==> src/rtl/reaction_game_sequencer.sv <==
// rtl/reaction_game_sequencer.sv - reaction-time game round controller
// Sequences the random pre-LED delay, the ms reaction counter and the high score.
module reaction_game_sequencer #(
  parameter int DELAY_MIN_MS = 1000,
  parameter int SCORE_MAX    = 9999
) (
  input  logic        clk,
  input  logic        reset,
  input  logic        Key0,
  input  logic        Key1,
  input  logic        sw0,
  input  logic        ms_tick,
  input  logic [7:0]  lfsr_value,
  output logic [2:0]  state,
  output logic        led,
  output logic [13:0] score,
  output logic [13:0] hiscore,
  output logic        new_record,
  output logic        false_start
);

  localparam logic [11:0] DELAY = 12'(DELAY_MIN_MS);
  localparam logic [13:0] SMAX  = 14'(SCORE_MAX);

  typedef enum logic [2:0] {
    S_IDLE        = 3'd0,
    S_ARMED       = 3'd1,
    S_REACT       = 3'd2,
    S_SCORE       = 3'd3,
    S_FALSE_START = 3'd4
  } state_t;

  state_t      cur, nxt;
  logic [2:0]  k0_sync, k1_sync;
  logic        k0_press, k1_press;
  logic [11:0] countdown;
  logic        armed_done, react_timeout;

  // The press pulse is registered, so state moves three edges after the pin is first sampled low.
  always_ff @(posedge clk) begin
    if (reset) begin
      k0_sync  <= 3'b111;
      k1_sync  <= 3'b111;
      k0_press <= 1'b0;
      k1_press <= 1'b0;
    end else begin
      k0_sync  <= {k0_sync[1:0], Key0};
      k1_sync  <= {k1_sync[1:0], Key1};
      k0_press <= k0_sync[2] & ~k0_sync[1];
      k1_press <= k1_sync[2] & ~k1_sync[1];
    end
  end

  assign armed_done    = ms_tick && (countdown == 12'd1);
  assign react_timeout = ms_tick && (score == SMAX - 14'd1);

  always_comb begin
    nxt = cur;
    case (cur)
      S_IDLE: begin
        if (!k1_press && k0_press) nxt = S_ARMED;
      end
      S_ARMED: begin
        if (k1_press)        nxt = S_IDLE;
        else if (k0_press)   nxt = S_FALSE_START;
        else if (armed_done) nxt = S_REACT;
      end
      S_REACT: begin
        if (k1_press)           nxt = S_IDLE;
        else if (k0_press)      nxt = S_SCORE;
        else if (react_timeout) nxt = S_SCORE;
      end
      S_SCORE, S_FALSE_START: begin
        if (k1_press || k0_press) nxt = S_IDLE;
      end
      default: nxt = S_IDLE;
    endcase
  end

  always_ff @(posedge clk) begin
    if (reset) begin
      cur         <= S_IDLE;
      led         <= 1'b0;
      score       <= 14'd0;
      hiscore     <= SMAX;
      new_record  <= 1'b0;
      false_start <= 1'b0;
      countdown   <= 12'd0;
    end else begin
      cur <= nxt;
      led <= (nxt == S_REACT);
      case (cur)
        S_IDLE: begin
          if (k1_press) begin
            if (sw0) hiscore <= SMAX;
          end else if (k0_press) begin
            countdown   <= DELAY + {2'b00, lfsr_value, 2'b00};
            score       <= 14'd0;
            new_record  <= 1'b0;
            false_start <= 1'b0;
          end
        end
        S_ARMED: begin
          if (!k1_press && k0_press) begin
            false_start <= 1'b1;
          end else if (!k1_press && ms_tick) begin
            countdown <= countdown - 12'd1;
            if (countdown == 12'd1) score <= 14'd0;
          end
        end
        // A press wins over a coincident tick; a timeout reaches SMAX which never beats hiscore.
        S_REACT: begin
          if (!k1_press && k0_press) begin
            if (score < hiscore) begin
              hiscore    <= score;
              new_record <= 1'b1;
            end
          end else if (!k1_press && ms_tick && score != SMAX) begin
            score <= score + 14'd1;
          end
        end
        default: ;
      endcase
    end
  end

  assign state = cur;

endmodule

==> config.mk <==
export PLATFORM = sky130hd
export DESIGN_NAME = reaction_game_sequencer
export DESIGN_NICKNAME = d
export VERILOG_FILES = /design/src/rtl/reaction_game_sequencer.sv
export SDC_FILE = /design/constraint.sdc
export NUM_CORES = 1
export LEC_CHECK = 0
export BUFFER_PORTS_ARGS = -buffer_cell sky130_fd_sc_hd__buf_2
export CORE_MARGIN = 2
export CORE_UTILIZATION = 35
export CTS_CLUSTER_DIAMETER = 120
export DETAILED_ROUTE_END_ITERATION = 12
export RECOVER_POWER = 50
export SETUP_SLACK_MARGIN = 0.02
export SLEW_MARGIN = 20
export SYNTH_ARGS = -nofsm -noshare
export SYNTH_HDL_FRONTEND = slang
export SYNTH_SLANG_ARGS = --single-unit
==> constraint.sdc <==
create_clock -name clk -period 3.6 [get_ports clk]
set_clock_uncertainty 0.2 [all_clocks]
set_input_delay 0 -clock clk [delete_from_list [all_inputs] [get_ports clk]]
set_output_delay 0 -clock clk [all_outputs]
set_load 0.005 [all_outputs]
* After elaboration in Yosys (flattened, before gate mapping)
Cells that the tools add are included.
Cells by class: reductions and logical operators 17, equal/unequal tests 20, bitwise logic cells 4, mux-type cells 34, order comparisons 1, $add $sub $neg 3
Operators with widths (number):
- 2-to-1 mux 14 bit | 11
- 2-to-1 mux 12 bit | 4
- case mux 14 bit (3 select lines) | 1
- case mux 14 bit (2 select lines) | 1
- 2-to-1 mux 3 bit | 8
- != test 2 bit (second input constant) | 12
- case mux 12 bit (2 select lines) | 1
- AND reduction 5 bit | 3
- adder 14 x 1 -> 14 bit (second input constant) | 1
- == test 14 bit (second input constant) | 1
- < comparator 14 bit | 1
- != test 14 bit (second input constant) | 1
- == test 12 x 1 -> 1 bit (second input constant) | 1
- case mux 3 bit (4 select lines) | 1
- subtractor 12 x 1 -> 12 bit (second input constant) | 1
- adder 10 x 10 -> 11 bit (first input constant) | 1
- == test 3 x 2 -> 1 bit (second input constant) | 3
- AND reduction 8 bit | 1
- logical AND 1 bit | 5
- 2-to-1 mux 1 bit | 5
- case mux 1 bit (2 select lines) | 2
- AND reduction 4 bit | 1
- nonzero test 2 bit | 2
- == test 3 x 1 -> 1 bit (second input constant) | 1
- other kinds (8) | 10
Word-level totals: word-level logic and storage cells 90, bits in registers 54, output and inout port bits 34, input bits 14

* Depth between registers and ports, before layout
Gate-level depths: netlist of run 1.
word-level depth 7, depth in mapped cells 10, mapped depth without buffers 8

* Least setup slack after synthesis of run 1
OpenSTA, ideal clock, no wires.
path kind register to register, from register cur[0], in the netlist state[0], to register hiscore[0], path slack 0.911 ns, cell stages (with the launch flop) 11, clock period less this slack 2.689 ns, library setup time 0.072 ns, data required time 3.328 ns, arrival 2.418 ns, buffers on the path 4, cell sequence dfxtp_1 > buf_6 > or3b_1 > buf_2 > a2111o_1 > a2111oi_2 > a211o_2 > and2_4 > buf_8 > buf_12 > mux2i_1
Between the ends: word-level cells in the longest chain between the ends 3, elaborated cells between the ends (all ways) 9, classes of those cells 5 x eq/ne; 1 x mux; 3 x reduce/logical
Ends and longest elaborated chain:
- start: declaration | RTL line 33 | state_t cur, nxt;
- start signal: assignment | RTL line 90 | cur <= nxt;
- == test 3 x 2 -> 1 bit / logical NOT 3 bit (equally long branches) | RTL line 92 | case (cur)
- != test 2 bit (no line) / nonzero test 2 bit (equally long branches)
- AND reduction 5 bit (no line)
- end signal: assignment | RTL line 115 | hiscore <= score;
- end: declaration | RTL line 17 | output logic [13:0] hiscore,
Parallel ways exist; a longest one is shown, timed or not. A chain may end at the register's enable or synchronous reset.

* Worst setup path after layout of run 1
from register cur[1], in the netlist state[1], to register countdown[10]
Between the ends: word-level cells in the longest chain between the ends 3, elaborated cells between the ends (all ways) 9, classes of those cells 5 x eq/ne; 1 x mux; 3 x reduce/logical
Ends and longest elaborated chain:
- == test 3 x 1 -> 1 bit / logical NOT 3 bit (equally long branches) | RTL line 92
- != test 2 bit (no line) / nonzero test 2 bit (equally long branches)
- AND reduction 5 bit (no line)
- end signal: assignment | RTL line 97 | countdown <= DELAY + {2'b00, lfsr_value, 2'b00};
- end signal: assignment | RTL line 107 | countdown <= countdown - 12'd1;
- end: declaration | RTL line 36 | logic [11:0] countdown;
Parallel ways exist; a longest one is shown, timed or not.

==> results of run 1 <==
==> layer usage <==
layer / share of wire, % / wire, um / track usage (%)
met1: 48 / 3659 / 22.19
met2: 47 / 3536 / 24.95
met3: 3.4 / 257 / 2.734
met4: 1.4 / 103 / 4.487
met5: 0 / 0 / 0
==> flip-flops by register name (all words and copies together), names as in the netlist <==
signal	count
k0_sync	3
state	3
new_record	1
countdown	12
score	14
k1_press	1
hiscore	14
led	1
false_start	1
k1_sync	3
k0_press	1
==> cell type report <==
| class | instances | area, um^2 |
|---|---|---|
| Fill cell | 914 | 5012 |
| Clock inverter | 3 | 45.04 |
| Timing Repair Buffer | 66 | 401.6 |
| Multi-Input combinational cell | 279 | 1774 |
| Tap cell | 108 | 135.1 |
| Clock buffer | 5 | 68.82 |
| Inverter | 20 | 75.07 |
| Sequential cell | 54 | 1081 |
==> worst max path at each step <==
stage                               end  slack [ns]
final                     countdown[10]        0.53
after floorplan              hiscore[0]        0.91
after detailed placement     hiscore[1]        0.67
after global routing      countdown[10]        0.31
after CTS                 countdown[10]        0.56
after global placement      hiscore[10]        0.77
==> power by group <==
part	switching (mW)	internal (mW)	leakage (nW)
registers	0.00789	0.605	0.437
logic	0.0590	0.0449	0.921
clock network	0.216	0.207	0.0504
total	0.283	0.857	1.41
==> cell families after synthesis <==
logic type,after synthesis,share of synthesized area [%]
simple gates,161,26.92
compound gates,76,16.73
flops,54,35.51
buf+inv,40,6.206
fa+ha+maj,18,7.398
xor+xnor,16,4.604
mux,8,2.631
==> critical path, delay by kind of cell (launching register included) <==
family	cells	cell delay [ns]
AO/OA/AOI/OAI	1	0.19
buffers and inverters	2	1.19
flip-flops	1	0.55
AND/OR/NAND/NOR	4	0.83
==> Yosys cell counts (all sizes together), types with 7 or more instances <==
library cell  instances
dfxtp                54
nor2                 44
a21oi                27
nand2                23
nor3                 23
inv                  20
ha                   18
nand3                17
o21ai                16
clkbuf               14
or2                   9
xor2                  9
mux2i                 8
nor3b                 8
or3                   8
o31ai                 7
xnor2                 7
==> what timing repair did <==
action	CTS	global route
hold buffers	16	0
buffers inserted	0	0
endpoints found under the hold margin	18	0
==> flow_metrics.env, run 1 <==
export IMPL_status="finished, final reports clean"
export IMPL_fin_hold_ws_ns=0.09641
export IMPL_synthesis_area_per_instance_um2=8.161
export IMPL_final_cell_mix="sky130_fd_sc_hd__dfxtp_1 (54), sky130_fd_sc_hd__nor2_1 (44), sky130_fd_sc_hd__buf_2 (34)"
export IMPL_number_of_antenna_violations_at_the_first_check_in_global_routing=0
export IMPL_total_power_mw=1.141
export IMPL_cp_slowest_stage_delay_ns=0.60
export IMPL_worst_r2r_setup_slack_ns=0.53
export IMPL_number_of_clock_sinks=54
export IMPL_endpoint_kind="register"
export IMPL_postLayoutCellArea_um2=3581
export IMPL_synth_flop_cell="sky130_fd_sc_hd__dfxtp_1"
export IMPL_slack_of_the_critical_path_ns=0.5256
export IMPL_critical_path_slowest_cell="sky130_fd_sc_hd__dlygate4sd3_1"
export IMPL_grt_first_pass_wirelength_mm=12.53
export IMPL_post_place_cells=511
export IMPL_final_setup_tns_ns=0
export IMPL_synth_cells=373
export IMPL_area_growth_syn_to_layout_pct=17.63
export IMPL_worst_setup_path_type="reg -> reg"
export IMPL_min_delay_path_class="in -> reg"
export IMPL_power_density_nw_per_um2=318.5
export IMPL_totalWireLength_mm=7.557
export IMPL_crit_arrival_ns=3.09
export IMPL_tritoncts="done"
export IMPL_ys_top_cells_by_area="sky130_fd_sc_hd__dfxtp_1 (36%), sky130_fd_sc_hd__ha_1 (7.4%), sky130_fd_sc_hd__nor2_1 (5.4%)"
export IMPL_worstPathCellList="or2_1 > or2_1 > nand3_1 > dlygate4sd3_1 > a32oi_1 > nor2_1 > dlygate4sd3_1"
export IMPL_critPathLaunch="state[1]"
export IMPL_post_route_insts_no_fill=535
export IMPL_worstHoldStart="sw0"
export IMPL_place_ws_ns=0.6664
export IMPL_synth_net_count=405
export IMPL_layout_nets=458
export IMPL_dpl_hpwl_mm=5.249
export IMPL_cts_resized=0
export IMPL_layout_commonest_cell="sky130_fd_sc_hd__dfxtp_1"
export IMPL_final_core_util_pct=41.67
export IMPL_io_pins=48
export IMPL_finalWeightedCongestion=0.8247
export IMPL_post_drt_via_cell_ratio=5.271
export IMPL_holdPathEnd="hiscore[12]"
export IMPL_route_antenna_remaining_nets=0
export IMPL_drt_drc_violations_left=0
export IMPL_num_vias=2820
export IMPL_crit_path_start_kind="register"
export IMPL_diodes=0
export IMPL_layout_drive_gt1_share_pct=14.05
export IMPL_timing_reg2reg_worst_path_depth=7
export IMPL_worst_slew_pin_transition_ns=1.353
export IMPL_track_usage_pct=15.78
export IMPL_fin_crit_sh_pct=85.40
export IMPL_final_period_minus_worst_setup_slack_ns=3.074
export IMPL_worst_ir_drop_vdd_v=0.0001890
export IMPL_maximum_operating_frequency_mhz=325.3
export IMPL_ctsHtreeMaxLevel=2
export IMPL_drtPass1Iterations=4
export IMPL_1st_iter_drt_viols=176
export IMPL_unrepaired_setup_endpoints_after_global_routing="no"
export IMPL_maxCapViolCount=0
export IMPL_maxSlewViolCount=0
export IMPL_r2r_start="state[1]"
export IMPL_row_count=34
export IMPL_cts_clock_pin_slew_for_the_worst_setup_and_hold_paths_ns=0.11
export IMPL_asyncSetResetFlopFracSynth_pct=0
export IMPL_worst_ep_required_time_ns=3.62
export IMPL_ctsRootBufferMaster="sky130_fd_sc_hd__clkbuf_8"
export IMPL_drt_wirelength_per_cell_um=14.13
export IMPL_synth_edf_count=0
export IMPL_die_area_um2=9460
export IMPL_static_leakage_power_nw=1.408
export IMPL_synth_top_cell_area_share_pct=35.51
export IMPL_yosysWarnings=0
export IMPL_worst_path_max_fanout=13
export IMPL_grt_max_degree=32
export IMPL_netlist_top_cell_by_area="sky130_fd_sc_hd__dfxtp_1"
export IMPL_synth_seq_area_share_pct=35.51
export IMPL_starting_density_of_the_core_pct=35.43
export IMPL_worst_slew_margin_rel_pct=9.833
export IMPL_synth_seq_cells=54
export IMPL_setup_viol=0
export IMPL_placed_cell_area_um2=3323
export IMPL_die_width_um=97.26
export IMPL_number_of_global_route_vias_before_repair=2643
export IMPL_number_of_stages_on_the_worst_hold_path=5
export IMPL_end_of_the_worst_register_to_register_path="countdown[10]"
export IMPL_hold_viol_final=0
export IMPL_synth_cell_area_um2=3044
export IMPL_grt_overflow_total=0
export IMPL_clkLatencyLatePin_ns=0.32
export IMPL_cts_buffers_inserted=5
export IMPL_placement_io_buffers=47
export IMPL_core_region_area_um2=8593
export IMPL_synth_cell_type_count=57
export IMPL_clockBufferDepth=2
export IMPL_die_height_um=97.26
Power figures use the tool's default switching activity.
==> run 2: changes to the inputs <==
--- a/config.mk
+++ b/config.mk
@@ -9,4 +9,5 @@
 export CORE_MARGIN = 2
 export CORE_UTILIZATION = 35
+export CTS_BUF_LIST = sky130_fd_sc_hd__clkbuf_4
 export CTS_CLUSTER_DIAMETER = 120
 export DETAILED_ROUTE_END_ITERATION = 12
==> constraint.sdc (replaced) <==
create_clock -name clk -period 3.6 [get_ports clk]
set_clock_uncertainty 0.2 [all_clocks]
set_input_delay 0 -clock clk [delete_from_list [all_inputs] [get_ports clk]]
set_output_delay 0 -clock clk [all_outputs]
set_load 0.01 [all_outputs]
==> run 2 against run 1 <==
Maximum frequency shrank 0.57%. Flip-flop and latch count is the same. Global-route usage grew 0.23 points. First-iteration DRC count grew 1.1%. Via count grew 1.6%. Worst setup slack lost 0.018 ns. Critical path depth is the same. Design area shrank 0.52%. Combinational power grew 4%. Register-to-register slack lost 0.02 ns. Largest cell class unchanged. Largest power group unchanged. Highest routed layer unchanged.
==> flow_metrics.env, run 2 (synthesis gave the netlist of run 1 again) <==
export IMPL_ctsRootBufferMaster="sky130_fd_sc_hd__clkbuf_4"
export IMPL_maxSlewViolCount=0
export IMPL_drt_drc_violations_left=0
export IMPL_postLayoutCellArea_um2=3562
export IMPL_regArea_um2=1081
export IMPL_die_area_um2=9460
export IMPL_worstSetupPathDepth=7
export IMPL_worst_setup_path_type="reg -> reg"
export IMPL_crit_path_start_kind="register"
export IMPL_grt_overflow_total=0
export IMPL_worst_ir_drop_vdd_v=0.0001803
export IMPL_area_growth_syn_to_layout_pct=17.02
export IMPL_post_route_insts_no_fill=539
export IMPL_final_period_minus_worst_setup_slack_ns=3.092
export IMPL_track_usage_pct=16.01
export IMPL_multi_input_area_um2=1774
export IMPL_fin_hold_ws_ns=0.01277
export IMPL_layout_filler_cells=926
export IMPL_static_leakage_power_nw=1.337
export IMPL_clockBufferDepth=2
export IMPL_crit_arrival_ns=3.18
export IMPL_1st_iter_drt_viols=178
export IMPL_total_power_mw=1.072
export IMPL_setup_viol=0
export IMPL_hold_viol_final=0
export IMPL_row_count=34
export IMPL_number_of_clock_sinks=54
export IMPL_layout_nets=462
export IMPL_number_of_global_route_vias_before_repair=2670
export IMPL_post_drt_via_cell_ratio=5.317
export IMPL_worstPathCellList="or2_1 > or2_1 > nand3_1 > dlygate4sd3_1 > a32oi_1 > nor2_1 > dlygate4sd3_1"
export IMPL_critical_path_n_buffers_inverters=2
export IMPL_worst_slew_pin_transition_ns=1.380
export IMPL_tritoncts="done"
export IMPL_cts_clock_pin_slew_for_the_worst_setup_and_hold_paths_ns=0.16
export IMPL_status="finished, final reports clean"
export IMPL_die_width_um=97.26
export IMPL_worst_slew_margin_rel_pct=7.969
export IMPL_die_height_um=97.26
export IMPL_core_region_area_um2=8593
export IMPL_critical_path_slowest_cell="sky130_fd_sc_hd__dlygate4sd3_1"
export IMPL_diodes=0
export IMPL_io_pins=48
export IMPL_worst_ep_required_time_ns=3.69
export IMPL_number_of_stages_on_the_worst_hold_path=5
export IMPL_endpoint_kind="register"
export IMPL_maxCapViolCount=0
export IMPL_reg_largest_list="hiscore x14, score x14, countdown x12"
export IMPL_num_vias=2866
export IMPL_post_place_cells=511
export IMPL_unrepaired_setup_endpoints_after_global_routing="no"
export IMPL_worst_path_max_fanout=13
export IMPL_placed_cell_area_um2=3323
export IMPL_power_density_nw_per_um2=301.0
export IMPL_clkLatencyLatePin_ns=0.38
export IMPL_cp_slowest_stage_delay_ns=0.60
export IMPL_cell_class_contributing_the_biggest_share_of_worst_path_delay="buffers and inverters"
export IMPL_final_core_util_pct=41.45
export IMPL_min_delay_path_class="in -> reg"
export IMPL_fin_crit_sh_pct=85.89
export IMPL_number_of_antenna_violations_at_the_first_check_in_global_routing=0
export IMPL_grt_max_degree=32
export IMPL_drt_wirelength_per_cell_um=14.04
export IMPL_final_setup_tns_ns=0
export IMPL_grt_first_pass_wirelength_mm=12.67
export IMPL_place_ws_ns=0.6664
export IMPL_ctsHtreeMaxLevel=2
export IMPL_placement_io_buffers=47
export IMPL_starting_density_of_the_core_pct=35.43
export IMPL_post_cts_setup_buffers=0
export IMPL_dpl_hpwl_mm=5.249
export IMPL_cts_buffers_inserted=5
export IMPL_final_cell_mix="sky130_fd_sc_hd__dfxtp_1 (54), sky130_fd_sc_hd__nor2_1 (44), sky130_fd_sc_hd__clkbuf_1 (35)"
export IMPL_layout_commonest_cell="sky130_fd_sc_hd__dfxtp_1"
export IMPL_layout_drive_gt1_share_pct=8.817
export IMPL_finalWeightedCongestion=0.8247
export IMPL_timing_reg2reg_worst_path_depth=7
export IMPL_drtPass1Iterations=4
export IMPL_totalWireLength_mm=7.568
export IMPL_route_antenna_remaining_nets=0
export IMPL_slack_of_the_critical_path_ns=0.5079
export IMPL_maximum_operating_frequency_mhz=323.4
-- run 2: changes by cell type in the layout (fill, tap and decap cells not counted), sizes merged --
cell | previous run | this run
buf | 37 | 15
clkbuf | 18 | 40
dlygate4sd3 | 16 | 20
-- run 2: worst register-to-register path, cell delays in order, from the launching register on --
cell and delay, ns:
sky130_fd_sc_hd__dfxtp_1 0.57, sky130_fd_sc_hd__or2_1 0.34, sky130_fd_sc_hd__or2_1 0.33, sky130_fd_sc_hd__nand3_1 0.13, sky130_fd_sc_hd__dlygate4sd3_1 0.60, sky130_fd_sc_hd__a32oi_1 0.19, sky130_fd_sc_hd__nor2_1 0.05, sky130_fd_sc_hd__dlygate4sd3_1 0.60
-- run 2: final timing paths --
path | startpoint | end | slack (ns)
hold reg to reg | k0_sync[2] | k0_press | 0.22
setup reg to reg | state[1] | countdown[10] | 0.51
hold / removal | sw0 | hiscore[12] | 0.01
setup / recovery | state[1] | countdown[10] | 0.51
-- run 2: layer usage --
layer / vias up / part of all wire, % / GRT usage [%]
met5: - / 0 / 0
met4: 0 / 1.3 / 4.380
met3: 10 / 3.9 / 2.734
met2: 57 / 48 / 25.91
met1: 1361 / 47 / 22.10
li1: 1438 / - / -
-- run 2: cell type report --
cell class,instances,area share (%)
multi-input combinational,279,49.81
sequential,54,30.35
timing repair buffer,70,11.63
tap,108,3.793
inverter,20,2.107
clock inverter,3,1.264
clock buffer,5,1.054
-- run 2: where the power goes --
group	switching, mW	internal, mW	leakage [nW]
sequential	0.00778	0.606	0.437
clock	0.204	0.146	0.0374
combinational	0.0597	0.0483	0.862
-- run 2: what timing repair did --
action,in CTS,in global routing
gates resized for setup,0,0
hold endpoints to repair,23,0
hold buffers,20,0
